**config.mk**
```make
export PLATFORM = sky130hd
export DESIGN_NAME = stack_cache
export DESIGN_NICKNAME = d
export VERILOG_FILES = /design/src/rtl/stack_cache_pkg.sv /design/src/rtl/stack_ring.sv /design/src/rtl/stack_cache.sv
export SDC_FILE = /design/constraint.sdc
export NUM_CORES = 1
export LEC_CHECK = 0
export CAP_MARGIN = 5
export CORE_UTILIZATION = 40
export CTS_BUF_LIST = sky130_fd_sc_hd__clkbuf_4
export CTS_CLUSTER_SIZE = 14
export DETAILED_ROUTE_END_ITERATION = 8
export PLACE_DENSITY_LB_ADDON = 0.05
export SYNTH_ARGS = -nofsm -noshare
export SYNTH_HDL_FRONTEND = slang
export SYNTH_HIERARCHICAL = 1
export SYNTH_SLANG_ARGS = --single-unit
```
**constraint.sdc**
```tcl
create_clock -name clk -period 2.99 [get_ports clk]
set_clock_uncertainty 0.1 [all_clocks]
set_input_delay 0.598 -clock clk [delete_from_list [all_inputs] [get_ports clk]]
set_output_delay 0.598 -clock clk [all_outputs]
set_load 0.02 [all_outputs]
```
**src/rtl/stack_cache_pkg.sv**
```systemverilog
// Shared types and sizing for the stack cache and its ring store.
// The spill/fill path in the top module is enabled with `define STACK_SPILL_EN.
package stack_cache_pkg;

   // Default log2 ring depth, ring size and occupancy-counter width
   localparam int DEP_DFLT = 2;
   localparam int N        = 1 << DEP_DFLT;
   localparam int CNT_W    = DEP_DFLT + 1;

   // Memory-transfer controller states
   typedef enum logic [1:0] {
      ST_IDLE  = 2'd0,
      ST_SPILL = 2'd1,
      ST_FILL  = 2'd2
   } state_t;

endpackage

```
**src/rtl/stack_ring.sv**
```systemverilog
// Ring storage for a hardware stack: 2^DEP words of L bits, one synchronous
// write port and two asynchronous read ports (top of stack and bottom of ring).
module stack_ring
   import stack_cache_pkg::*;
#(
   parameter int L   = 16,
   parameter int DEP = DEP_DFLT
) (
   input  logic           clk,
   input  logic           i_we,
   input  logic [DEP-1:0] i_waddr,
   input  logic [L-1:0]   i_wdata,
   input  logic [DEP-1:0] i_top_idx,
   input  logic [DEP-1:0] i_bot_idx,
   output logic [L-1:0]   o_top,
   output logic [L-1:0]   o_bot
);

   logic [L-1:0] r_mem [0:(1<<DEP)-1];

   // Single write port; the storage itself carries no reset
   always_ff @(posedge clk) begin
      if (i_we) r_mem[i_waddr] <= i_wdata;
   end

   assign o_top = r_mem[i_top_idx];
   assign o_bot = r_mem[i_bot_idx];

endmodule

```
**src/rtl/stack_cache.sv**
```systemverilog
// Stack cache: an on-chip ring of 2^DEP words in front of a memory-resident
// stack. With `define STACK_SPILL_EN the oldest ring word is spilled to memory
// when a push finds the ring full, and a word is filled back when a pop finds
// it empty; the requester is stalled while a transfer is in flight. Without
// the macro the block is a plain wrap-around ring (legacy stack behaviour).
module stack_cache
   import stack_cache_pkg::*;
#(
   parameter int           L     = 16,
   parameter int           DEP   = DEP_DFLT,
   parameter logic [L-1:0] BASE  = 16'h0800,
   parameter logic [L-1:0] LIMIT = 16'h0700
) (
   input  logic         clk,
   input  logic         reset,
   input  logic         push,
   input  logic         pop,
   input  logic [L-1:0] din,
   output logic [L-1:0] dout,
   output logic         stall,
   output logic [DEP:0] cnt,
   output logic         ovf,
   output logic         unf,
   output logic         mem_req,
   output logic         mem_we,
   output logic [L-1:0] mem_addr,
   output logic [L-1:0] mem_wdata,
   input  logic [L-1:0] mem_rdata,
   input  logic         mem_ack
);

   localparam int           RING_N   = 1 << DEP;
   localparam logic [DEP:0] FULL_CNT = (DEP+1)'(RING_N);

   logic [DEP-1:0] r_tp;
   logic [DEP:0]   r_cnt;
   logic           r_ovf;
   logic           r_unf;

   logic           w_push_only, w_pop_only, w_both, w_full, w_empty, w_stall;
   logic           w_do_push, w_do_repl, w_do_pop, w_ovf_set, w_unf_set;
   logic [DEP-1:0] w_tp_inc, w_tp_dec, w_bot_idx, w_waddr;
   logic           w_we;
   logic [L-1:0]   w_wdata, w_rd_top, w_rd_bot;

   assign w_push_only = push & ~pop;
   assign w_pop_only  = pop & ~push;
   assign w_both      = push & pop;
   assign w_full      = (r_cnt == FULL_CNT);
   assign w_empty     = (r_cnt == '0);
   assign w_tp_inc    = r_tp + 1'b1;
   assign w_tp_dec    = r_tp - 1'b1;
   // Oldest ring entry; when full this coincides with tp + 1
   assign w_bot_idx   = r_tp - r_cnt[DEP-1:0] + 1'b1;

`ifdef STACK_SPILL_EN
   state_t       r_state;
   logic [L-1:0] r_msp;
   logic         r_mem_req, r_mem_we;
   logic [L-1:0] r_mem_addr, r_mem_wdata;
   logic         w_idle, w_spill_go, w_fill_go, w_fill_done;

   assign w_idle      = (r_state == ST_IDLE);
   assign w_spill_go  = w_idle & w_push_only & w_full & (r_msp != LIMIT);
   assign w_fill_go   = w_idle & w_pop_only & w_empty & (r_msp != BASE);
   assign w_fill_done = (r_state == ST_FILL) & mem_ack;
   assign w_stall     = ~w_idle | w_spill_go | w_fill_go;

   // A full ring only drops the push once memory is also full (msp at LIMIT)
   assign w_do_push = ~w_stall & ((w_both & w_empty) | (w_push_only & ~w_full));
   assign w_ovf_set = ~w_stall & w_push_only & w_full;
   assign w_unf_set = ~w_stall & w_pop_only & w_empty;

   assign mem_req   = r_mem_req;
   assign mem_we    = r_mem_we;
   assign mem_addr  = r_mem_addr;
   assign mem_wdata = r_mem_wdata;
`else
   logic w_unused;

   assign w_stall   = 1'b0;
   // A push into a full ring overwrites the oldest entry
   assign w_do_push = (w_both & w_empty) | w_push_only;
   assign w_ovf_set = w_push_only & w_full;
   assign w_unf_set = w_pop_only & w_empty;

   assign mem_req   = 1'b0;
   assign mem_we    = 1'b0;
   assign mem_addr  = '0;
   assign mem_wdata = '0;
   assign w_unused  = ^{mem_rdata, mem_ack, w_rd_bot, BASE, LIMIT};
`endif

   assign w_do_repl = ~w_stall & w_both & ~w_empty;
   assign w_do_pop  = ~w_stall & w_pop_only & ~w_empty;

   // Ring write select: new top on push, current top on replace or refill
   always_comb begin
      w_we    = w_do_push | w_do_repl;
      w_waddr = w_do_push ? w_tp_inc : r_tp;
      w_wdata = din;
`ifdef STACK_SPILL_EN
      if (w_fill_done) begin
         w_we    = 1'b1;
         w_waddr = r_tp;
         w_wdata = mem_rdata;
      end
`endif
   end

   stack_ring #(
      .L   (L),
      .DEP (DEP)
   ) u_ring (
      .clk       (clk),
      .i_we      (w_we),
      .i_waddr   (w_waddr),
      .i_wdata   (w_wdata),
      .i_top_idx (r_tp),
      .i_bot_idx (w_bot_idx),
      .o_top     (w_rd_top),
      .o_bot     (w_rd_bot)
   );

   // Ring pointers, sticky flags and the spill/fill controller
   always_ff @(posedge clk or negedge reset) begin
      if (!reset) begin
         r_tp  <= '0;
         r_cnt <= '0;
         r_ovf <= 1'b0;
         r_unf <= 1'b0;
`ifdef STACK_SPILL_EN
         r_state     <= ST_IDLE;
         r_msp       <= BASE;
         r_mem_req   <= 1'b0;
         r_mem_we    <= 1'b0;
         r_mem_addr  <= '0;
         r_mem_wdata <= '0;
`endif
      end else begin
         if (w_do_push) begin
            r_tp <= w_tp_inc;
            if (!w_full) r_cnt <= r_cnt + 1'b1;
         end
         if (w_do_pop) begin
            r_tp  <= w_tp_dec;
            r_cnt <= r_cnt - 1'b1;
         end
         if (w_ovf_set) r_ovf <= 1'b1;
         if (w_unf_set) r_unf <= 1'b1;
`ifdef STACK_SPILL_EN
         case (r_state)
            ST_IDLE: begin
               if (w_spill_go) begin
                  r_state     <= ST_SPILL;
                  r_mem_req   <= 1'b1;
                  r_mem_we    <= 1'b1;
                  r_mem_addr  <= r_msp - 1'b1;
                  r_mem_wdata <= w_rd_bot;
               end else if (w_fill_go) begin
                  r_state    <= ST_FILL;
                  r_mem_req  <= 1'b1;
                  r_mem_we   <= 1'b0;
                  r_mem_addr <= r_msp;
               end
            end
            ST_SPILL: begin
               // Bottom word is now in memory; the ring frees one slot
               if (mem_ack) begin
                  r_state   <= ST_IDLE;
                  r_mem_req <= 1'b0;
                  r_msp     <= r_msp - 1'b1;
                  r_cnt     <= r_cnt - 1'b1;
               end
            end
            ST_FILL: begin
               // Refilled word becomes the sole ring entry at tp
               if (mem_ack) begin
                  r_state   <= ST_IDLE;
                  r_mem_req <= 1'b0;
                  r_msp     <= r_msp + 1'b1;
                  r_cnt     <= {{DEP{1'b0}}, 1'b1};
               end
            end
            default: begin
               r_state   <= ST_IDLE;
               r_mem_req <= 1'b0;
            end
         endcase
`endif
      end
   end

   assign dout  = w_empty ? '0 : w_rd_top;
   assign stall = w_stall;
   assign cnt   = r_cnt;
   assign ovf   = r_ovf;
   assign unf   = r_unf;

endmodule

```
==> results by group <==
Status
  – Status: finished, final reports clean

Setup path
  – Critical Path AT: around 2200 ps
  – WP buf/inv: 2
  – Crit path largest cell delay: ~540 ps
  – Worst r2r path cells: 6
  – Largest fanout on the critical path: 15
  – R2r setup slk: around 610 ps
  – Critical path class: reg -> out
  – Worst path top cell family by delay: buffers and inverters
  – Reg-to-Reg Start: cnt[1]
  – CP cell instances: buf_8, mux4_2, nor2b_1, clkdlybuf4s50_1
  – Crit Reg-Reg Endpoint: cnt[1]
  – WP data required: roughly 2300 ps
  – Worst Setup End Kind: primary output
  – Worst Setup Start Kind: flip-flop
  – Worst Setup SP: r_tp[0]
  – CP max-delay cell: clkdlybuf4s50_1

Power and ir drop
  – Reg power frac: about two fifths
  – VDD IR max: between 0.4 and 0.5 mV
  – Total power: roughly 3.9 mW
  – Leakage: 1.46 nW
  – Clk network pwr share: between 10% and 20%
  – P_int: about 2.5 mW
  – Combinational group share of total power: 48.6%
  – Net switching power figure: roughly 1.4 mW
  – Power Density: between 1000 and 1500 nW/µm²
  – Switch share: 36.1%

Clock network
  – TritonCTS Buffers: 9
  – Worst-skew pair later-pin latency: about 390 ps
  – CTS tree: yes
  – Clock sinks: 71
  – Post-CTS setup buffer count: 0
  – Max clock buf depth: 2
  – H-tree level count: 3
  – CTS clk-pin slew, worst paths: between 100 and 150 ps
  – Clk root buf: clkbuf_4

Global routing
  – Largest net degree at the start of global routing: 16
  – Total GRT Usage: between 10 and 15%
  – Vias in the first global route: 1,606
  – Initial antenna violation count: 0
  – First-pass GRT wire length: approximately 8600 µm
  – Total grt overflow: 0

Timing
  – RSZ-0062 raised after global routing: no
  – Tcrit/Tclk final: between 90% and 100%
  – Max Slew Vio Count: 0
  – Final setup TNS: 0 ps
  – Final Hold Vio Count: 0
  – Final setup fails: 0
  – Final Critical Period: about 2900 ps
  – Fmax: around 0.35 GHz

Routing
  – Initial DRC Count: 57
  – Wire per inst: about 15 µm
  – WL final: roughly 5500 µm
  – Detail Route Antenna Nets: 0
  – Via count: between 1,500 and 2,000
  – Drt drc: 0
  – TritonRoute pass-1 iters: 4
  – Via density: between 4 and 5

Final layout
  – Area delta synth->final: 17.1%
  – Ratio of cells with drive above 1 in the final layout: about 17%
  – Layout Nets: 288
  – Fill count: ~690
  – Design area: between 3000 and 4000 µm²
  – N_diodes: 0

Logic synthesis
  – Cell Area, Synth: about 3300 µm²
  – Syn_area_per_cell: about 17 µm²
  – Warning count from the yosys run: 6
  – Cells after Synth: approximately 200

Floorplanning
  – Initial Util: a little over two fifths
  – Core ar.: ~8000 µm²
  – Die Ht: around 93 µm
  – FP Rows: 32
  – I/O pin cnt: 93
  – DIE AREA: ~8600 µm²
  – Die W: between 90 and 100 µm

Placement
  – Dpl cell area: 3730 µm²
  – Placer Congestion: 0.749
  – Detailed Place HPWL: ~3700 µm
  – I/O Buffers: 40

Flow run
  – Maxcap violations: 0

Hold path
  – Worst hold path type: in -> async
## layout by cell type (no fill, tap or decap), types with 3 or more instances in the layout
cell type	n
edfxtp_1	64
conb_1	35
clkdlybuf4s50_1	33
nor2b_1	16
buf_4	14
mux4_2	10
clkbuf_4	9
dfrtp_1	7
mux4_1	6
dlymetal6s2s_1	5
nand2_1	4
xnor2_1	4
inv_1	4
and3b_1	3
## worst register-to-register path, cell delays in order, from the launching register on
cell and delay [ps]:
dfrtp_1 540, nor3_4 300, buf_4 270, nand2b_1 150
fa_1 440, a22o_1 250, a222oi_1 230
## power groups by stage
stage               clock (mW)  sequential (mW)  combinational (mW)
detailed placement           0             1.51                1.93
global placement             0             1.49                1.91
CTS                      0.527             1.48                1.93
finish                   0.509             1.48                1.88
global route             0.568             1.51                2.04
floorplan                    0             1.51                1.24
## timing repair
item,4_1_cts,5_1_grt
setup endpoints to repair,7,14
hold buffers,0,0
pin swaps,0,1
resized for setup,3,6
## through the flow
step / utilization, % / hold WS, ps / instances / worst slack [ps]
6_report: 49.2 / 359 / 357 / 114
5_1_grt: 49.2 / 360 / 357 / 3.85
4_1_cts: 49.0 / 352 / 357 / 2.61
3_5_place_dp: 47.5 / 352 / 341 / 205
3_3_place_gp: 47.5 / 343 / 341 / 241
2_1_floorplan: - / 202 / 230 / 24.3
## worst max-delay path by stage
| stage | end | slack (ps) | cells after the start |
|---|---|---|---|
| 6_report | dout[6] | 110 | 4 |
| 5_1_grt | dout[7] | 4 | 4 |
| 4_1_cts | dout[15] | 3 | 4 |
| 3_5_place_dp | cnt[1] | 200 | 6 |
| 3_3_place_gp | cnt[2] | 240 | 7 |
| 2_1_floorplan | u_ring/r_mem[0][0] | 20 | 5 |
## flip-flops by register name (all words and copies together) (netlist names)
name          cells
u_ring/r_mem     64
r_tp              2
unf               1
cnt               3
ovf               1
## final cells by class
class,count,area [µm²],share of cell area [%]
Sequential cell,71,2100,54.3
Clock buffer,9,67.6,1.75
Timing Repair Buffer,56,551,14.3
Clock inverter,7,46.3,1.20
Multi-Input combinational cell,108,955,24.7
Inverter,4,15.0,0.389
Tap cell,102,128,3.31
## routing by layer
| metal | wire, µm | track usage [%] | part of all wire, % | vias to the layer above |
|---|---|---|---|---|
| li1 | - | - | - | 773 |
| met1 | 2320 | 18.0 | 42 | 844 |
| met2 | 2810 | 21.8 | 51 | 59 |
| met3 | 269 | 3.53 | 4.9 | 9 |
| met4 | 80 | 5.77 | 1.5 | 0 |
| met5 | 0 | 0 | 0 | - |
Power figures use the tool's default switching activity.
